File: config.mk
export PLATFORM = sky130hd
export DESIGN_NAME = ctx_save_sequencer
export DESIGN_NICKNAME = d
export VERILOG_FILES = /design/src/rtl/ctx_pkg.sv /design/src/rtl/ctx_stack.sv /design/src/rtl/ctx_save_sequencer.sv
export SDC_FILE = /design/constraint.sdc
export NUM_CORES = 1
export LEC_CHECK = 0
export ABC_AREA = 1
export ABC_CLOCK_PERIOD_IN_PS = 1900
export CAP_MARGIN = 20
export CORE_MARGIN = 2
export CORE_UTILIZATION = 42
export CTS_BUF_LIST = sky130_fd_sc_hd__clkbuf_2 sky130_fd_sc_hd__clkbuf_4 sky130_fd_sc_hd__clkbuf_8
export CTS_CLUSTER_SIZE = 25
export DETAILED_ROUTE_END_ITERATION = 8
export SLEW_MARGIN = 20
export SYNTH_ARGS = -nofsm -noshare
export SYNTH_HDL_FRONTEND = slang
export SYNTH_HIERARCHICAL = 1
export SYNTH_SLANG_ARGS = --single-unit
File: constraint.sdc
create_clock -name clk -period 1.9 [get_ports clk]
set_input_delay 0.38 -clock clk [delete_from_list [all_inputs] [get_ports clk]]
set_output_delay 0.38 -clock clk [all_outputs]
set_load 0.02 [all_outputs]
File: src/rtl/ctx_pkg.sv
// Shared types and sizes for the context save/restore sequencer.
package ctx_pkg;
  localparam int NUM_REGS = 4;
  localparam int IDX_W    = 2;

  typedef enum logic [2:0] {
    IDLE,
    SAVE,
    SAVE_DONE,
    RESTORE,
    RESTORE_DONE
  } state_t;
endpackage

File: src/rtl/ctx_stack.sv
// Frame storage: DEPTH frames of NUM_REGS registers, sync write, comb read.
module ctx_stack
  import ctx_pkg::*;
#(
  parameter int DEPTH = 2,
  parameter int DW    = 8,
  parameter int FW    = 1
) (
  input  logic             clk,
  input  logic             wr_en,
  input  logic [FW-1:0]    wr_frame,
  input  logic [IDX_W-1:0] wr_idx,
  input  logic [DW-1:0]    wr_data,
  input  logic [FW-1:0]    rd_frame,
  input  logic [IDX_W-1:0] rd_idx,
  output logic [DW-1:0]    rd_data
);
  logic [DW-1:0] mem [DEPTH][NUM_REGS];

  always_ff @(posedge clk)
    if (wr_en) mem[wr_frame][wr_idx] <= wr_data;

  assign rd_data = mem[rd_frame][rd_idx];
endmodule

File: src/rtl/ctx_save_sequencer.sv
// Saves R0..R3 into a LIFO frame stack on irq and writes them back on iret,
// borrowing the register-file ports from the CPU while it works.
module ctx_save_sequencer
  import ctx_pkg::*;
#(
  parameter int DEPTH = 2,
  parameter int DW    = 8
) (
  input  logic                       clk,
  input  logic                       reset,
  input  logic                       irq_req,
  input  logic                       iret_req,
  input  logic [1:0]                 cpu_rd1_idx,
  input  logic [1:0]                 cpu_rd2_idx,
  input  logic [1:0]                 cpu_wr_idx,
  input  logic                       cpu_wr_en,
  input  logic [DW-1:0]              cpu_wr_data,
  output logic [1:0]                 rf_rd1_idx,
  output logic [1:0]                 rf_rd2_idx,
  output logic [1:0]                 rf_wr_idx,
  output logic                       rf_wr_en,
  output logic [DW-1:0]              rf_wr_data,
  input  logic [DW-1:0]              rf_rd1_data,
  output logic                       busy,
  output logic                       irq_ack,
  output logic                       iret_ack,
  output logic                       iret_err,
  output logic                       stack_full,
  output logic [$clog2(DEPTH+1)-1:0] depth
);
  localparam int SPW = $clog2(DEPTH + 1);
  localparam int FW  = (DEPTH > 1) ? $clog2(DEPTH) : 1;
  localparam logic [IDX_W-1:0] K_LAST = IDX_W'(NUM_REGS - 1);

  state_t           state;
  logic [IDX_W-1:0] k;
  logic [SPW-1:0]   sp;
  logic [DW-1:0]    stk_rd_data;

  always_ff @(posedge clk or posedge reset) begin
    if (reset) begin
      state    <= IDLE;
      k        <= '0;
      sp       <= '0;
      busy     <= 1'b0;
      irq_ack  <= 1'b0;
      iret_ack <= 1'b0;
      iret_err <= 1'b0;
    end else begin
      irq_ack  <= 1'b0;
      iret_ack <= 1'b0;
      iret_err <= 1'b0;
      case (state)
        IDLE: begin
          k <= '0;
          // iret wins over irq; an irq against a full stack simply waits
          if (iret_req) begin
            if (sp != '0) begin
              state <= RESTORE;
              busy  <= 1'b1;
            end else begin
              iret_err <= 1'b1;
            end
          end else if (irq_req && sp != SPW'(DEPTH)) begin
            state <= SAVE;
            busy  <= 1'b1;
          end
        end
        SAVE: begin
          k <= k + IDX_W'(1);
          if (k == K_LAST) begin
            state   <= SAVE_DONE;
            irq_ack <= 1'b1;
          end
        end
        SAVE_DONE: begin
          sp    <= sp + SPW'(1);
          state <= IDLE;
          busy  <= 1'b0;
        end
        RESTORE: begin
          k <= k + IDX_W'(1);
          if (k == K_LAST) begin
            state    <= RESTORE_DONE;
            iret_ack <= 1'b1;
          end
        end
        RESTORE_DONE: begin
          sp    <= sp - SPW'(1);
          state <= IDLE;
          busy  <= 1'b0;
        end
        default: begin
          state <= IDLE;
          busy  <= 1'b0;
        end
      endcase
    end
  end

  assign stack_full = (sp == SPW'(DEPTH));
  assign depth      = sp;

  always_comb begin
    rf_rd1_idx = cpu_rd1_idx;
    rf_rd2_idx = cpu_rd2_idx;
    rf_wr_idx  = cpu_wr_idx;
    rf_wr_en   = cpu_wr_en && (state == IDLE);
    rf_wr_data = cpu_wr_data;
    if (state == SAVE) rf_rd1_idx = k;
    if (state == RESTORE) begin
      rf_wr_en   = 1'b1;
      rf_wr_idx  = k;
      rf_wr_data = stk_rd_data;
    end
  end

  ctx_stack #(.DEPTH(DEPTH), .DW(DW), .FW(FW)) u_stack (
    .clk      (clk),
    .wr_en    (state == SAVE),
    .wr_frame (FW'(sp)),
    .wr_idx   (k),
    .wr_data  (rf_rd1_data),
    .rd_frame (FW'(sp - SPW'(1))),
    .rd_idx   (k),
    .rd_data  (stk_rd_data)
  );
endmodule

* Word level (Yosys, flattened, before mapping)
Memory sizes are Yosys's and may differ from the RTL's.
Cells that the tools add are included.
** Cells by class
- $add $sub $neg :: 3
- $lt $le $gt $ge :: 2
- Eq/ne operators :: 11
- Multiplexer cells :: 29
- Bitwise logic cells :: 2
- Reductions and logical operators :: 10
** Operators by type and width (count)
- 32-bit two-way mux :: 1
- 8-bit two-way mux :: 4
- 8-bit binary-select mux with 2-bit select :: 1
- 8-bit demux with 2-bit select :: 1
- 3-bit two-way mux :: 5
- 1-bit two-way mux :: 11
- 3-bit case mux with 3 select lines :: 1
- 2-bit case mux with 2 select lines :: 2
- 3-bit by 2-bit == test with 1-bit output (second input constant) :: 2
- 2-bit != test (second input constant) :: 3
- 3-bit != test (second input constant) :: 2
- 2-bit nonzero test :: 3
- 2-bit by 1-bit adder with 2-bit output (second input constant) :: 2
- 2-bit == test (second input constant) :: 2
- 2-bit two-way mux :: 2
- 4-bit AND reduction :: 1
- 3-bit by 1-bit == test with 1-bit output (second input constant) :: 1
- 3-bit == test (second input constant) :: 1
- 3-bit >= comparator (second input constant) :: 1
- 1-bit logical AND :: 3
- 3-bit zero test :: 1
- 3-bit by 1-bit less-than comparator with 1-bit output (second input constant) :: 1
- 2-bit NOT with 3-bit output :: 1
- 3-bit AND reduction :: 1
- other kinds (4) :: 4
** Storage, ports and cells
- Register bits after elaboration :: 11
- RAM bits :: 64
- Bits of input ports :: 27
- Word-level logic and storage cells :: 65
- Memories :: 1
** Memories
- u_stack.mem :: words 2, bits a word 32, rd ports 1, clocked after Yosys merged registers in 0, write ports 1, RTL line ctx_stack.sv:18 : logic [DW-1:0] mem [DEPTH][NUM_REGS];

* Logic depth before layout (Yosys ltp)
- Depth in word-level cells :: 6
- Depth in mapped cells :: 11
- Mapped depth without buffers :: 9

* Hierarchy
Netlist, hierarchy kept.
** By module, submodules not included
- ctx_stack :: instances 1, cells an instance 293, area an instance 2887.8 sq um
- ctx_save_sequencer :: instances 1, cells an instance 102, area an instance 726.9 sq um

* Least setup slack after synthesis
Ideal clock, no wire load.
- Path type :: register to output
- From :: register sp[0], in the netlist depth[0]
- To :: output rf_wr_data[5]
- Arrival :: 1478 ps
- Data required time :: 1520 ps
- Slack :: 42 ps
- Stages on the path, launching flop included :: 11
- Path buffers :: 2
- Cell sequence :: dfrtp_1 -> inv_1 -> buf_6 -> buf_4 -> nand2_1 -> nand3_1 -> nand2_1 -> nand2_1 -> nand2_1 -> nand3_1 -> nand2_1
** Between the ends
- Word-level cells in the longest chain between the ends :: 6
** RTL lines
- start: declaration :: RTL line ctx_save_sequencer.sv:37 : logic [SPW-1:0] sp;
- start signal: assignment :: RTL line ctx_save_sequencer.sv:77 : sp <= sp + SPW'(1);
- start signal: assignment :: RTL line ctx_save_sequencer.sv:89 : sp <= sp - SPW'(1);
- 2-bit by 1-bit subtractor with 2-bit output :: RTL line ctx_save_sequencer.sv:124 : .rd_frame (FW'(sp - SPW'(1))),
- memory read 2 x 32 bit
- 8-bit binary-select mux with 2-bit select :: RTL line ctx_stack.sv:23 : assign rd_data = mem[rd_frame][rd_idx];
- 8-bit two-way mux (implied by the code) (2 in a row) :: RTL line ctx_stack.sv:23
- via stk_rd_data[5] :: RTL line ctx_save_sequencer.sv:38 : logic [DW-1:0] stk_rd_data;
- 8-bit two-way mux :: RTL line ctx_save_sequencer.sv:111 : if (state == RESTORE) begin
- end: declaration :: RTL line ctx_save_sequencer.sv:22 : output logic [DW-1:0] rf_wr_data,
The timed path passes the listed nets, and every way through them passes these cells. The select of a mux whose other input is x is not followed.

* Worst setup path in the final report
- From :: register sp[0], in the netlist depth[0]
- To :: output rf_wr_data[4]
Same word-level chain as after synthesis.

==> results.tsv <==
stage	metric	value	unit
cells_and_area	fin_nets	511	
timing	fmax	476	MHz
cells_and_area	antennaDiodeCount	0	
route	wire_per_inst	13.6	um
yosys	synth_area	3610	sq um
placement	dp_cells	569	
yosys	ys_types	21	
grt	grt_use_total	18.2	%
critical_path	crit_arrival	1.72	ns
power	peakVddDrop	608	uV
yosys	yosys_warnings	6	
yosys	synth_nets	425	
route	drtPass1Iterations	6	
cells_and_area	seq_area	2200	sq um
critical_path	rr_startpoint	state[2]	
grt	antenna_found_initial	0	
timing	finClkSkew	0.0112	ns
floorplan	rows	33	
timing	setup_viol	8	
clock_tree	h-tree-depth	3	
grt	grt_pass1_wl	13.3	mm
critical_path	startpoint	depth[0]	
route	remaining_drc_errors	0	
route	ant_nets	0	
power	pwr_density_cell	1470	nW/um^2
timing	slew_viol_final	0	
floorplan	design.die.area	9360	sq um
critical_path	cp_slowest_cell	dfrtp_1	
floorplan	initial_core_util	43.6	%
yosys	synth-seq-area-share	60.8	%
timing	relSlewSlack	71.0	%
critical_path	crit_required	1.52	ns
critical_path	end_kind	output pin	
timing	fin_ws	-0.201	ns
timing	tightest_slew	0.434	ns
critical_path	crit_chain	inv_4 > buf_12 > buf_16 > nand2_2 > nand3_2 > nand2_1 > nand2_1 > nand2_1 > nand3_1 > nand2_1 > buf_6	
placement	hpwl	5.69	mm
cells_and_area	syn_to_final_growth	29.0	%
timing	min_period	2.10	ns
power	power	6.84	mW
route	routed_wl	8.07	mm
yosys	synth_area_per_cell	9.15	sq um
route	vias	2732	
floorplan	die_w	96.8	um
floorplan	die_y	96.8	um
status	violations	negative setup slack	
clock_tree	clock_sinks	75	
floorplan	coreArea	8300	sq um
critical_path	critPathKind	reg -> out	
grt	first_global_vias	2637	
critical_path	cpPeakStageDelay	0.41	ns
grt	grt-ovfl-total	0	
clock_tree	holdBufCountCts	0	
placement	portBuffers	44	
cells_and_area	multiInputGateArea	1010	sq um
clock_tree	clkLatencyLatePin	0.35	ns
yosys	ys_ff_latch	75	
status	status	finished with violations	
route	avgViaCountPerCell	4.62	
timing	period_share	111	%
clock_tree	cts_tree	yes	
route	drtIter0Drc	116	
clock_tree	cts_root_buffer	clkbuf_8	
placement	gp_congestion	0.846	
critical_path	cp_max_fo	8	
floorplan	boundaryPins	49	
worst_hold_path	hold_path.class	in -> async	
clock_tree	clock_path_buffers	2	
critical_path	crit_path_frequent_cell	nand2_1	
cells_and_area	final_util	56.2	%
cells_and_area	drive_above_1_share	20.8	%
grt	grt_max_degree	33	
power	p_leak	2.26	nW
yosys	netlist_instances	395	
cells_and_area	final_cells	591	
clock_tree	clkSlewWorstSetupHoldPaths	0.08	ns
run	drv_cap	0	
timing	hold_viol	0	
clock_tree	numCtsBuffers	9	
critical_path	start_kind	flop	
cells_and_area	fill_cells	754	
timing	rsz0062_at_grt	yes	
==> state kept, by name (all words and copies together) (netlist names) <==
name         cells
iret_ack         1
state            3
u_stack/mem     64
busy             1
irq_ack          1
iret_err         1
depth            2
k                2
==> area by class of cell <==
cell class / instances / area share, %
clock buffers: 9 / 2.66
flip-flops and latches: 75 / 47.1
inverters: 83 / 6.90
repair buffers: 91 / 17.4
well taps: 105 / 2.82
clock inverters: 7 / 1.48
multi-input cells: 221 / 21.6
==> cell usage after synthesis <==
cell / count / share of area, %
o21ai_0: 6 / 0.83
o211ai_1: 1 / 0.21
inv_2: 2 / 0.21
buf_2: 2 / 0.28
inv_4: 1 / 0.17
nand3_1: 50 / 6.9
buf_4: 6 / 1.2
xor2_1: 1 / 0.24
nand2_2: 1 / 0.17
nor2_4: 1 / 0.31
nand2_4: 1 / 0.31
ha_1: 3 / 1.0
a21oi_1: 1 / 0.14
buf_6: 8 / 2.5
nand4_1: 1 / 0.17
inv_1: 80 / 8.3
nor2_2: 1 / 0.17
nor2_1: 12 / 1.2
dfrtp_1: 11 / 7.6
nand2_1: 142 / 15
edfxtp_1: 64 / 53
==> critical path: cells and delay by family, from the launching register on <==
family                 cells  cell delay (ns)
flip-flops                 1             0.41
AND/OR/NAND/NOR            7             0.48
buffers and inverters      4             0.48
==> path summary, 6_finish.rpt <==
path,to,slack [ns],cells past startpoint
max,rf_wr_data[4],-0.20,11
min,iret_err,0.32,2
max reg2reg,u_stack/mem[0][8],0.15,7
min reg2reg,busy,0.49,2
max in group asynchronous,state[1],1.26,2
min in group clk,busy,0.49,2
==> cell usage in the layout (no fill, tap or decap), drive strengths merged, types with 2 or more instances in the layout <==
master / n
buf: 61
clkbuf: 9
clkdlybuf4s50: 29
clkinv: 4
clkinvlp: 2
dfrtp: 11
edfxtp: 64
ha: 3
inv: 83
nand2: 144
nand3: 50
nor2: 14
o21ai: 6
==> logic make-up after synthesis <==
logic type / synth area share [%]
and+or+nand+nor: 24.1
adders and majority gates: 1.04
buffers and inverters: 12.7
AOI/OAI and AO/OA: 1.18
DFF: 60.8
xor gates and xnor gates: 0.242
==> metrics by stage <==
stage	cell area, sq um	TNS, ns	setup WS (ns)	hold WS [ns]
2_1_floorplan	3610	0	0.0424	0.232
3_3_place_gp	4350	-1.84	-0.242	0.465
3_5_place_dp	4350	-2.09	-0.259	0.471
4_1_cts	4660	-1.29	-0.211	0.328
5_1_grt	4660	-2.34	-0.308	0.376
6_report	4660	-1.21	-0.201	0.323
==> routing by layer <==
| layer | GRT usage [%] | up-vias | wire length [um] |
|---|---|---|---|
| met3 | 3.25 | 14 | 312 |
| met4 | 8.23 | 0 | 144 |
| met2 | 29.0 | 55 | 3830 |
| li1 | - | 1395 | - |
| met1 | 24.4 | 1268 | 3780 |
| met5 | 0 | - | 0 |
==> where the power goes <==
| group | internal [mW] | total, mW | switching [mW] |
|---|---|---|---|
| logic | 1.44 | 3.42 | 1.98 |
| clock network | 0.601 | 1.20 | 0.599 |
| registers | 2.10 | 2.23 | 0.125 |
==> repair_timing <==
item | in CTS | in global routing
pin swaps | 14 | 0
gates resized for setup | 94 | 7
setup endpoints to repair | 14 | 23
buffers inserted | 3 | 2
cloned | 1 | 0
Note: power is estimated with default switching activity, not from simulation.
